$ cat config.mk
export PLATFORM = sky130hd
export DESIGN_NAME = span_shader
export DESIGN_NICKNAME = d
export VERILOG_FILES = /design/src/rtl/span_pkg.sv /design/src/rtl/sat_step_acc.sv /design/src/rtl/span_shader.sv
export SDC_FILE = /design/constraint.sdc
export NUM_CORES = 1
export LEC_CHECK = 0
export BUFFER_PORTS_ARGS = -buffer_cell sky130_fd_sc_hd__buf_2
export CORE_ASPECT_RATIO = 0.7
export CORE_MARGIN = 4
export CORE_UTILIZATION = 42
export CTS_BUF_LIST = sky130_fd_sc_hd__clkbuf_8
export DETAILED_ROUTE_END_ITERATION = 7
export SYNTH_ARGS = -nofsm -noshare
export SYNTH_HDL_FRONTEND = slang
export SYNTH_SLANG_ARGS = --single-unit
$ cat constraint.sdc
create_clock -name clk100 -period 11.8 [get_ports clk100]
set_clock_uncertainty 0.2 [all_clocks]
set_input_delay 0.59 -clock clk100 [delete_from_list [all_inputs] [get_ports clk100]]
set_output_delay 0.59 -clock clk100 [all_outputs]
set_load 0.02 [all_outputs]
$ cat src/rtl/span_pkg.sv
`default_nettype none
// ============================================================================
// Module   : span_pkg
// Brief    : Shared encodings and helpers for the span shader.
// Revision : 1.0
// ============================================================================
package span_pkg;

    localparam logic [1:0] ZF_LESS   = 2'd0;
    localparam logic [1:0] ZF_LEQUAL = 2'd1;
    localparam logic [1:0] ZF_ALWAYS = 2'd2;
    localparam logic [1:0] ZF_NEVER  = 2'd3;

    localparam logic [1:0] ST_IDLE  = 2'd0;
    localparam logic [1:0] ST_RUN   = 2'd1;
    localparam logic [1:0] ST_DRAIN = 2'd2;

    // One extra bit holds the carry (positive step) or borrow (negative step).
    function automatic int sat_sum_width(input int w);
        return w + 1;
    endfunction

endpackage
`default_nettype wire

$ cat src/rtl/sat_step_acc.sv
`default_nettype none
// ============================================================================
// Module   : sat_step_acc
// Brief    : Unsigned accumulator with signed step, clamped to [0, 2^W-1].
// Revision : 1.0
// ============================================================================
module sat_step_acc
    import span_pkg::*;
#(
    parameter int W = 22
) (
    input  logic         clk100,
    input  logic         reset,
    input  logic         load,
    input  logic [W-1:0] init,
    input  logic [W:0]   step,
    input  logic         step_en,
    output logic [W-1:0] acc
);

    localparam int c_SUM_W = sat_sum_width(W);

    logic [W-1:0]       r_acc;
    logic [W:0]         r_step;
    logic [c_SUM_W-1:0] w_sum;
    logic [W-1:0]       w_next;

    // The top bit of the modular sum flags overflow for a positive step and
    // underflow for a negative one.
    always_comb begin
        w_sum = {1'b0, r_acc} + r_step;
        if (!w_sum[c_SUM_W-1])
            w_next = w_sum[W-1:0];
        else if (r_step[W])
            w_next = '0;
        else
            w_next = '1;
    end

    always_ff @(posedge clk100) begin
        if (reset) begin
            r_acc  <= '0;
            r_step <= '0;
        end else if (load) begin
            r_acc  <= init;
            r_step <= step;
        end else if (step_en) begin
            r_acc  <= w_next;
        end
    end

    assign acc = r_acc;

endmodule
`default_nettype wire

$ cat src/rtl/span_shader.sv
`default_nettype none
// ============================================================================
// Module   : span_shader
// Brief    : Horizontal span walker with depth/colour interpolation and a
//            generation-tagged depth test feeding ping-pong line buffers.
// Revision : 1.0
// ============================================================================
module span_shader
    import span_pkg::*;
#(
    parameter int XW    = 10,
    parameter int ZW    = 26,
    parameter int ZOUT  = 16,
    parameter int NCH   = 3,
    parameter int CW    = 22,
    parameter int CF    = 10,
    parameter int RDLAT = 2
) (
    input  logic                   clk100,
    input  logic                   reset,
    input  logic                   span_valid,
    output logic                   span_ready,
    input  logic [XW-1:0]          x1,
    input  logic [XW-1:0]          x2,
    input  logic [ZW-1:0]          z1,
    input  logic [ZW:0]            dz,
    input  logic [NCH*CW-1:0]      c1,
    input  logic [NCH*(CW+1)-1:0]  dc,
    input  logic [1:0]             zfunc,
    input  logic                   zmask,
    input  logic                   next_line,
    input  logic                   next_frame,
    output logic [XW-1:0]          z_raddr,
    input  logic [ZOUT:0]          z_rdata,
    output logic [XW-1:0]          z_waddr,
    output logic [ZOUT:0]          z_wdata,
    output logic                   z_we,
    output logic [XW:0]            c_addr,
    output logic [NCH*(CW-CF)-1:0] c_data,
    output logic                   c_we
);

    localparam int c_CI  = CW - CF;
    localparam int c_CDW = NCH * c_CI;

    logic [1:0]      r_state;
    logic [XW-1:0]   r_x;
    logic [XW-1:0]   r_xend;
    logic            r_dir;
    logic [1:0]      r_zfunc;
    logic            r_zmask;
    logic            r_pol;
    logic [2:0]      r_drain;

    logic            r_p_valid [RDLAT];
    logic [XW-1:0]   r_p_x     [RDLAT];
    logic [ZOUT-1:0] r_p_z     [RDLAT];
    logic [c_CDW-1:0] r_p_col  [RDLAT];

    logic            r_z_we;
    logic            r_c_we;
    logic [XW-1:0]   r_z_waddr;
    logic [ZOUT:0]   r_z_wdata;
    logic [XW:0]     r_c_addr;
    logic [c_CDW-1:0] r_c_data;

    logic            w_accept;
    logic            w_issue;
    logic            w_dir;
    logic [XW-1:0]   w_x_next;
    logic [ZW:0]     w_dz_eff;
    logic [ZW-1:0]   w_zacc;
    logic [CW-1:0]   w_cacc [NCH];
    logic [c_CDW-1:0] w_cint;
    logic [ZOUT-1:0] w_znew;
    logic [ZOUT-1:0] w_stored;
    logic            w_pass;
    logic            w_unused_zfrac;

    assign w_accept = (r_state == ST_IDLE) && span_valid;
    assign w_issue  = (r_state == ST_RUN);
    assign w_dir    = (x2 > x1);
    assign w_x_next = r_dir ? (r_x + XW'(1)) : (r_x - XW'(1));
    // Steps arrive expressed for increasing X; flip them for right-to-left spans.
    assign w_dz_eff = w_dir ? dz : -dz;

    sat_step_acc #(.W(ZW)) u_zacc (
        .clk100  (clk100),
        .reset   (reset),
        .load    (w_accept),
        .init    (z1),
        .step    (w_dz_eff),
        .step_en (w_issue),
        .acc     (w_zacc)
    );

    assign w_unused_zfrac = ^w_zacc[ZW-ZOUT-1:0];

    generate
        for (genvar i = 0; i < NCH; i++) begin : g_ch
            logic [CW:0] w_dc_in;
            logic [CW:0] w_dc_eff;
            logic        w_unused_cfrac;

            assign w_dc_in  = dc[i*(CW+1) +: CW+1];
            assign w_dc_eff = w_dir ? w_dc_in : -w_dc_in;

            sat_step_acc #(.W(CW)) u_cacc (
                .clk100  (clk100),
                .reset   (reset),
                .load    (w_accept),
                .init    (c1[i*CW +: CW]),
                .step    (w_dc_eff),
                .step_en (w_issue),
                .acc     (w_cacc[i])
            );

            assign w_cint[i*c_CI +: c_CI] = w_cacc[i][CW-1 -: c_CI];
            assign w_unused_cfrac         = ^w_cacc[i][CF-1:0];
        end
    endgenerate

    always_ff @(posedge clk100) begin
        if (reset) begin
            r_state <= ST_IDLE;
            r_x     <= '0;
            r_xend  <= '0;
            r_dir   <= 1'b0;
            r_zfunc <= ZF_LESS;
            r_zmask <= 1'b0;
            r_drain <= '0;
        end else begin
            case (r_state)
                ST_IDLE: begin
                    if (span_valid) begin
                        r_x     <= x1;
                        r_xend  <= x2;
                        r_dir   <= w_dir;
                        r_zfunc <= zfunc;
                        r_zmask <= zmask;
                        if (x1 == x2) begin
                            r_state <= ST_DRAIN;
                            r_drain <= '0;
                        end else begin
                            r_state <= ST_RUN;
                        end
                    end
                end
                ST_RUN: begin
                    r_x <= w_x_next;
                    if (w_x_next == r_xend) begin
                        r_state <= ST_DRAIN;
                        r_drain <= 3'(RDLAT);
                    end
                end
                ST_DRAIN: begin
                    if (r_drain == '0)
                        r_state <= ST_IDLE;
                    else
                        r_drain <= r_drain - 3'd1;
                end
                default: r_state <= ST_IDLE;
            endcase
        end
    end

    always_ff @(posedge clk100) begin
        if (reset)
            r_pol <= 1'b1;
        else if (next_frame)
            r_pol <= 1'b1;
        else if (next_line)
            r_pol <= ~r_pol;
    end

    // Pixel attributes travel alongside the outstanding Z read.
    always_ff @(posedge clk100) begin
        if (reset) begin
            for (int i = 0; i < RDLAT; i++)
                r_p_valid[i] <= 1'b0;
        end else begin
            r_p_valid[0] <= w_issue;
            r_p_x[0]     <= r_x;
            r_p_z[0]     <= w_zacc[ZW-1 -: ZOUT];
            r_p_col[0]   <= w_cint;
            for (int i = 1; i < RDLAT; i++) begin
                r_p_valid[i] <= r_p_valid[i-1];
                r_p_x[i]     <= r_p_x[i-1];
                r_p_z[i]     <= r_p_z[i-1];
                r_p_col[i]   <= r_p_col[i-1];
            end
        end
    end

    always_comb begin
        w_znew   = r_p_z[RDLAT-1];
        w_stored = z_rdata[ZOUT-1:0];
        w_pass   = 1'b0;
        if (z_rdata[ZOUT] != r_pol) begin
            w_pass = 1'b1;
        end else begin
            case (r_zfunc)
                ZF_LESS:   w_pass = (w_znew <  w_stored);
                ZF_LEQUAL: w_pass = (w_znew <= w_stored);
                ZF_ALWAYS: w_pass = 1'b1;
                ZF_NEVER:  w_pass = 1'b0;
                default:   w_pass = 1'b0;
            endcase
        end
    end

    always_ff @(posedge clk100) begin
        if (reset) begin
            r_z_we    <= 1'b0;
            r_c_we    <= 1'b0;
            r_z_waddr <= '0;
            r_z_wdata <= '0;
            r_c_addr  <= '0;
            r_c_data  <= '0;
        end else begin
            r_z_we <= r_p_valid[RDLAT-1] && w_pass && r_zmask;
            r_c_we <= r_p_valid[RDLAT-1] && w_pass;
            if (r_p_valid[RDLAT-1]) begin
                r_z_waddr <= r_p_x[RDLAT-1];
                r_z_wdata <= {r_pol, w_znew};
                r_c_addr  <= {r_pol, r_p_x[RDLAT-1]};
                r_c_data  <= r_p_col[RDLAT-1];
            end
        end
    end

    assign span_ready = (r_state == ST_IDLE);
    assign z_raddr    = r_x;
    assign z_we       = r_z_we;
    assign c_we       = r_c_we;
    assign z_waddr    = r_z_waddr;
    assign z_wdata    = r_z_wdata;
    assign c_addr     = r_c_addr;
    assign c_data     = r_c_data;

endmodule
`default_nettype wire

# After elaboration in Yosys (flattened, before gate mapping)
# Memories as Yosys holds them, arrays and structs flattened. A register that Yosys moved wholly into a read port is not among the register bits.
# Cells that the tools add are included.
# word_totals
ff_bits,258
ramBits,126
inputBits,233
output_inout_bits,87
wordCells,109
mem_count,4
# mem_list
memory,depth,word_bits,read_ports,rd_clocked_by_memory_dff,wr,line_no,source
r_p_col,2,36,2,1,2,span_shader.sv:58,logic [c_CDW-1:0] r_p_col [RDLAT];
r_p_z,2,16,2,0,2,span_shader.sv:57,logic [ZOUT-1:0] r_p_z [RDLAT];
r_p_x,2,10,2,0,2,span_shader.sv:56,logic [XW-1:0] r_p_x [RDLAT];
r_p_valid,2,1,2,0,2,span_shader.sv:55,logic r_p_valid [RDLAT];
# classes
addsub,11
magnitude_cmp,3
n_eq_ne,13
muxes,40
n_bitwise,3
n_reduce_logical,14
# op_table
cell,n
2-to-1 mux 22 bit,12
2-to-1 mux 26 bit,4
adder 22 x 23 -> 23 bit,3
2-to-1 mux 23 bit,3
negator 23 bit,3
adder 26 x 27 -> 27 bit,1
2-to-1 mux 27 bit,1
negator 27 bit,1
== test 10 bit,2
2-to-1 mux 10 bit,2
case mux 10 bit (2 select lines),1
less-or-equal comparator 16 bit,1
< comparator 16 bit,1
2-to-1 mux 3 bit,4
adder 10 x 1 -> 10 bit (second input constant),1
> comparator 10 bit,1
subtractor 10 x 1 -> 10 bit (second input constant),1
case mux 3 bit (3 select lines),1
2-to-1 mux 2 bit,4
== test 2 bit (second input constant),3
2-to-1 mux 1 bit,6
inequality test 2 bit (second input constant),3
case mux 2 bit (3 select lines),1
AND reduction 5 bit,1
other kinds (15),23

# Logic depth before layout (Yosys ltp)
# logic_depth
depth_word,5
ltp_mapped,13
mapped_depth_nobuf,11

# Cells and area by module
# A second synthesis with hierarchy kept.
# unflattened
cells_unflattened,2460
hier_area_um2,23546.3
# by_module_without_submodules
mod,instances,cells_per_inst,area_per_inst_um2,seq_area_each_um2
span_shader,1,997,10745.3,5665.4
sat_step_acc at g_ch[0].u_cacc ...,2,363,3071.7,900.9
sat_step_acc at u_zacc,1,392,3613.5,1061.0
sat_step_acc at g_ch[1].u_cacc,1,345,3044.2,900.9

# Least setup slack after synthesis
# No wires, ideal clock.
# synth_path
path_type,in2reg
start,input port reset
end,register g_ch[0].u_cacc.r_step[1]
setup_time_ns,0.088
t_arrival_ns,4.873
required_time_ns,11.512
slack_ns,6.639
path_stages,4
path_buffers,1
path_cell_list,clkinv_1 clkbuf_1 o21ai_0 a21oi_1
# synth_lines
element,line_no,source
from (decl),span_shader.sv:20,"input logic reset,"
to (signal assigned),sat_step_acc.sv:46,r_step <= step;
to (decl),sat_step_acc.sv:24,logic [W:0] r_step;

# Final worst setup path
# layout_path
start,register r_state[0]
end,register g_ch[0].u_cacc.r_acc[9]
# layout_between
elab_chain_len,3
word_cells_on_any_way,5
cone_classes,eq/ne: 1; mux: 1; reduce/logical: 3
# layout_rtl
element,line_no,source
from (decl),span_shader.sv:46,logic [1:0] r_state;
from (signal assigned),span_shader.sv:125,r_state <= ST_IDLE;
from (signal assigned),span_shader.sv:142,r_state <= ST_DRAIN;
from (signal assigned),span_shader.sv:145,r_state <= ST_RUN;
zero test 2 bit,span_shader.sv:80,assign w_accept = (r_state == ST_IDLE) && span_valid;
logical AND 1 bit,span_shader.sv:80,
2-to-1 mux 22 bit / nonzero test 2 bit (equally long branches),--,
to (signal assigned),sat_step_acc.sv:45,r_acc <= init;
to (signal assigned),sat_step_acc.sv:48,r_acc <= w_next;
to (decl),sat_step_acc.sv:23,logic [W-1:0] r_acc;
# Parallel ways exist; a longest one is shown, timed or not.
# A chain may end at the register's enable or synchronous reset.

==> impl_metrics.py <==
metrics = {
    "run_status": {
        "status": "completed",
    },
    "layout": {
        "stdcell_area_mm2": 0.0272,
        "final_nets": 3298,
        "fillers": 5169,
        "final_common_cell": "buf_2",
        "mostFrequentLayoutCells": "318 x buf_2, 284 x dfxtp_1, 282 x a21oi_1, 228 x nor2_1, 217 x nand2_1",
        "layout-drive-gt1-share_pct": 16.5,
        "syn_to_final_growth_pct": 17.2,
    },
    "pwr": {
        "power.leakage_nw": 11.4,
        "powerDensity_mw_per_mm2": 220,
        "power_mw": 6.00,
        "vdd_drop_max_v": 0.000111,
    },
    "clocking": {
        "cts-root-buf": "clkbuf_8",
        "cts.sinks": 409,
        "cts_tree": "done",
        "clk_latency_ps": 660,
        "path_clk_slew_ps": 70,
        "numCtsBuffers": 70,
        "ctsResizeCount": 0,
        "htreeDepth": 3,
        "clockBufferDepth": 3,
    },
    "critical_path": {
        "regToRegSetupSlack_ps": 7810,
        "critPathArrivalTime_ps": 4280,
        "crit_fanout": 83,
        "end_kind": "register",
        "timing.rr.start": "r_state[0]",
        "r2r_cells": 7,
        "r2r_end": "g_ch[0].u_cacc.acc[9]",
        "worstPathRequired_ps": 12090,
        "path_class": "reg -> reg",
        "timing.critical_path.from": "r_state[0]",
        "endpoint": "g_ch[0].u_cacc.acc[9]",
        "critPathLaunchType": "register",
    },
    "sta": {
        "period_needed_ps": 3990,
        "drv_slew": 0,
        "hold_viol": 0,
        "relSlewSlack_pct": 20.2,
        "rsz0062_at_grt": "false",
        "holdWs_ps": 58.1,
        "setup_tns_ps": 0,
        "fmax_ghz": 0.250,
        "finalCritPeriodShare_pct": 33.8,
        "worst_pin_slew_ps": 1200,
        "setup_viol": 0,
    },
    "floorplanning": {
        "io_pins": 320,
        "initial_core_util_pct": 42.8,
        "dieArea_mm2": 0.0592,
        "die_h_um": 205,
        "coreArea_mm2": 0.0543,
        "die_width_um": 289,
        "placementRows": 71,
    },
    "synth": {
        "ys_types": 83,
        "synthDominantCellAreaShare_pct": 24.5,
        "synth_top_area_cell": "dfxtp_1",
        "syn_area_mm2": 0.0232,
        "synth_edf_count": 124,
        "avgSynthCellArea_um2": 8.86,
        "synthFlopType": "dfxtp_1",
        "syn_nets": 2996,
        "ys_seq_area_share_pct": 40.6,
        "syn_inst": 2623,
        "synth-seq-cells": 409,
        "yosysWarnings": 0,
        "synth.area.top_cells": "dfxtp_1 25%, edfxtp_1 16%, ha_1 7.3%, a21oi_1 6.1%, nor2_1 3.7%",
        "async_flop_share_pct": 0,
    },
    "drt": {
        "drc": 0,
        "drt_first_pass_iters": 6,
        "drtIter0Drc": 1365,
        "via_count": 21300,
        "wl_per_cell_um": 20.1,
        "via_per_inst": 5.72,
        "wl_mm": 74.6,
        "final_antenna_net_count": 0,
    },
    "place": {
        "gp_congestion": 0.925,
        "io_buffers": 319,
        "dpl.hpwl_mm": 51.9,
        "placed_area_mm2": 0.0253,
    },
    "grt": {
        "met3_usage_pct": 5.63,
        "grt_pass1_wl_mm": 115,
        "use_met2_pct": 38.0,
        "grt-ovfl-total": 0,
        "grt_max_degree": 98,
        "antenna_found_initial": 13,
        "grt_use_total_pct": 24.5,
        "grtUsageMet1_pct": 34.3,
        "grt.busiest_layer": "met2",
        "grt_pass1_vias": 20400,
    },
    "min_path": {
        "min_path_type": "in -> reg",
    },
    "flow_run": {
        "maxCapViolCount": 0,
    },
}
## what timing repair did
action | CTS | global route
hold endpoints to repair | 42 | 0
buffers inserted | 0 | 0
hold buffers | 42 | 0
## where the power goes
part | switching, mW | total (mW) | internal [mW]
combinational | 1.54 | 2.54 | 1.00
clock | 0.616 | 1.36 | 0.745
sequential | 0.271 | 2.10 | 1.83
## state kept, by name, indices dropped and copies added (netlist names)
name,cells
z_wdata,17
c_data,36
z_raddr,10
c_addr,1
g_ch.u_cacc.acc,66
r_drain,3
r_p_valid,2
r_p_z,32
r_p_col,72
r_dir,1
g_ch.u_cacc.r_step,69
r_zmask,1
r_zfunc,2
z_we,1
r_state,2
c_we,1
u_zacc.r_step,27
u_zacc.acc,26
z_waddr,9
r_pol,1
r_p_x,20
r_xend,10
## metrics by stage
| step | utilization (%) | setup WS [ps] | instances |
|---|---|---|---|
| 6_report | 50.2 | 7810 | 3716 |
| 3_3_place_gp | 46.7 | 7880 | 3541 |
| 2_1_floorplan | - | 6640 | 2623 |
| 5_1_grt | 50.2 | 7510 | 3712 |
| 4_1_cts | 50.2 | 7800 | 3710 |
| 3_5_place_dp | 46.7 | 7820 | 3541 |
## cells in the mapped netlist, types with 14 or more instances
library cell	n
nor2b_1	15
a211oi_1	81
ha_1	135
nor2_1	230
o21bai_1	14
o21ai_0	147
nand3_1	31
a21oi_1	282
dfxtp_1	285
o22ai_1	74
a21o_1	45
or3_1	60
a22o_1	23
o21a_1	21
xnor2_1	72
nand2_1	221
edfxtp_1	124
inv_1	70
and3_1	16
nor3_1	115
buf_4	17
xor2_1	39
clkbuf_1	118
nand4_1	18
nor4_1	14
a311oi_1	61
mux2i_1	81
## final cells by class
| class | count | area (um2) | share of cell area, % |
|---|---|---|---|
| multi-input combinational | 1987 | 12900 | 47.5 |
| antenna | 6 | 15.0 | 0.0551 |
| tap | 730 | 913 | 3.35 |
| inverter | 72 | 275 | 1.01 |
| clock buffer | 82 | 1130 | 4.14 |
| clock inverter | 45 | 328 | 1.20 |
| sequential | 409 | 9430 | 34.6 |
| timing repair buffer | 385 | 2210 | 8.10 |
## routing by layer
layer  vias to the layer above  routed length, um
li1                      10400                  -
met3                       144               4900
met2                       688              32500
met1                      9995              35400
met5                         -                 83
met4                        14               1770
## worst min-delay path by stage
stage / startpoint / to / slack, ps / depth (start not counted)
floorplan: r_p_col[0][0] / r_p_col[1][0] / 200 / 0
global placement: r_p_x[0][7] / r_p_x[0][17] / 200 / 0
detailed placement: r_p_col[0][11] / r_p_col[1][11] / 200 / 0
CTS: c1[31] / g_ch[1].u_cacc.acc[9] / 0.6 / 3
global route: c1[31] / g_ch[1].u_cacc.acc[9] / 20 / 3
finish: c1[31] / g_ch[1].u_cacc.acc[9] / 60 / 3
## logic make-up after synthesis
logic type / count (synthesis) / share of synthesized area, %
AOI/OAI and AO/OA: 852 / 23.5
xor gates and xnor gates: 111 / 4.18
adders and majority gates: 149 / 8.08
buffers and inverters: 227 / 3.98
DFF: 409 / 40.6
muxes: 81 / 3.49
and+or+nand+nor: 794 / 16.2
## critical path, stage by stage (launching register included)
cell and delay (ps):
dfxtp_1 360, inv_1 70, ha_1 320, nand2_4 720, buf_4 800, nand2_4 690
o2111ai_1 420, o21ai_0 160
Power figures use the tool's default switching activity.
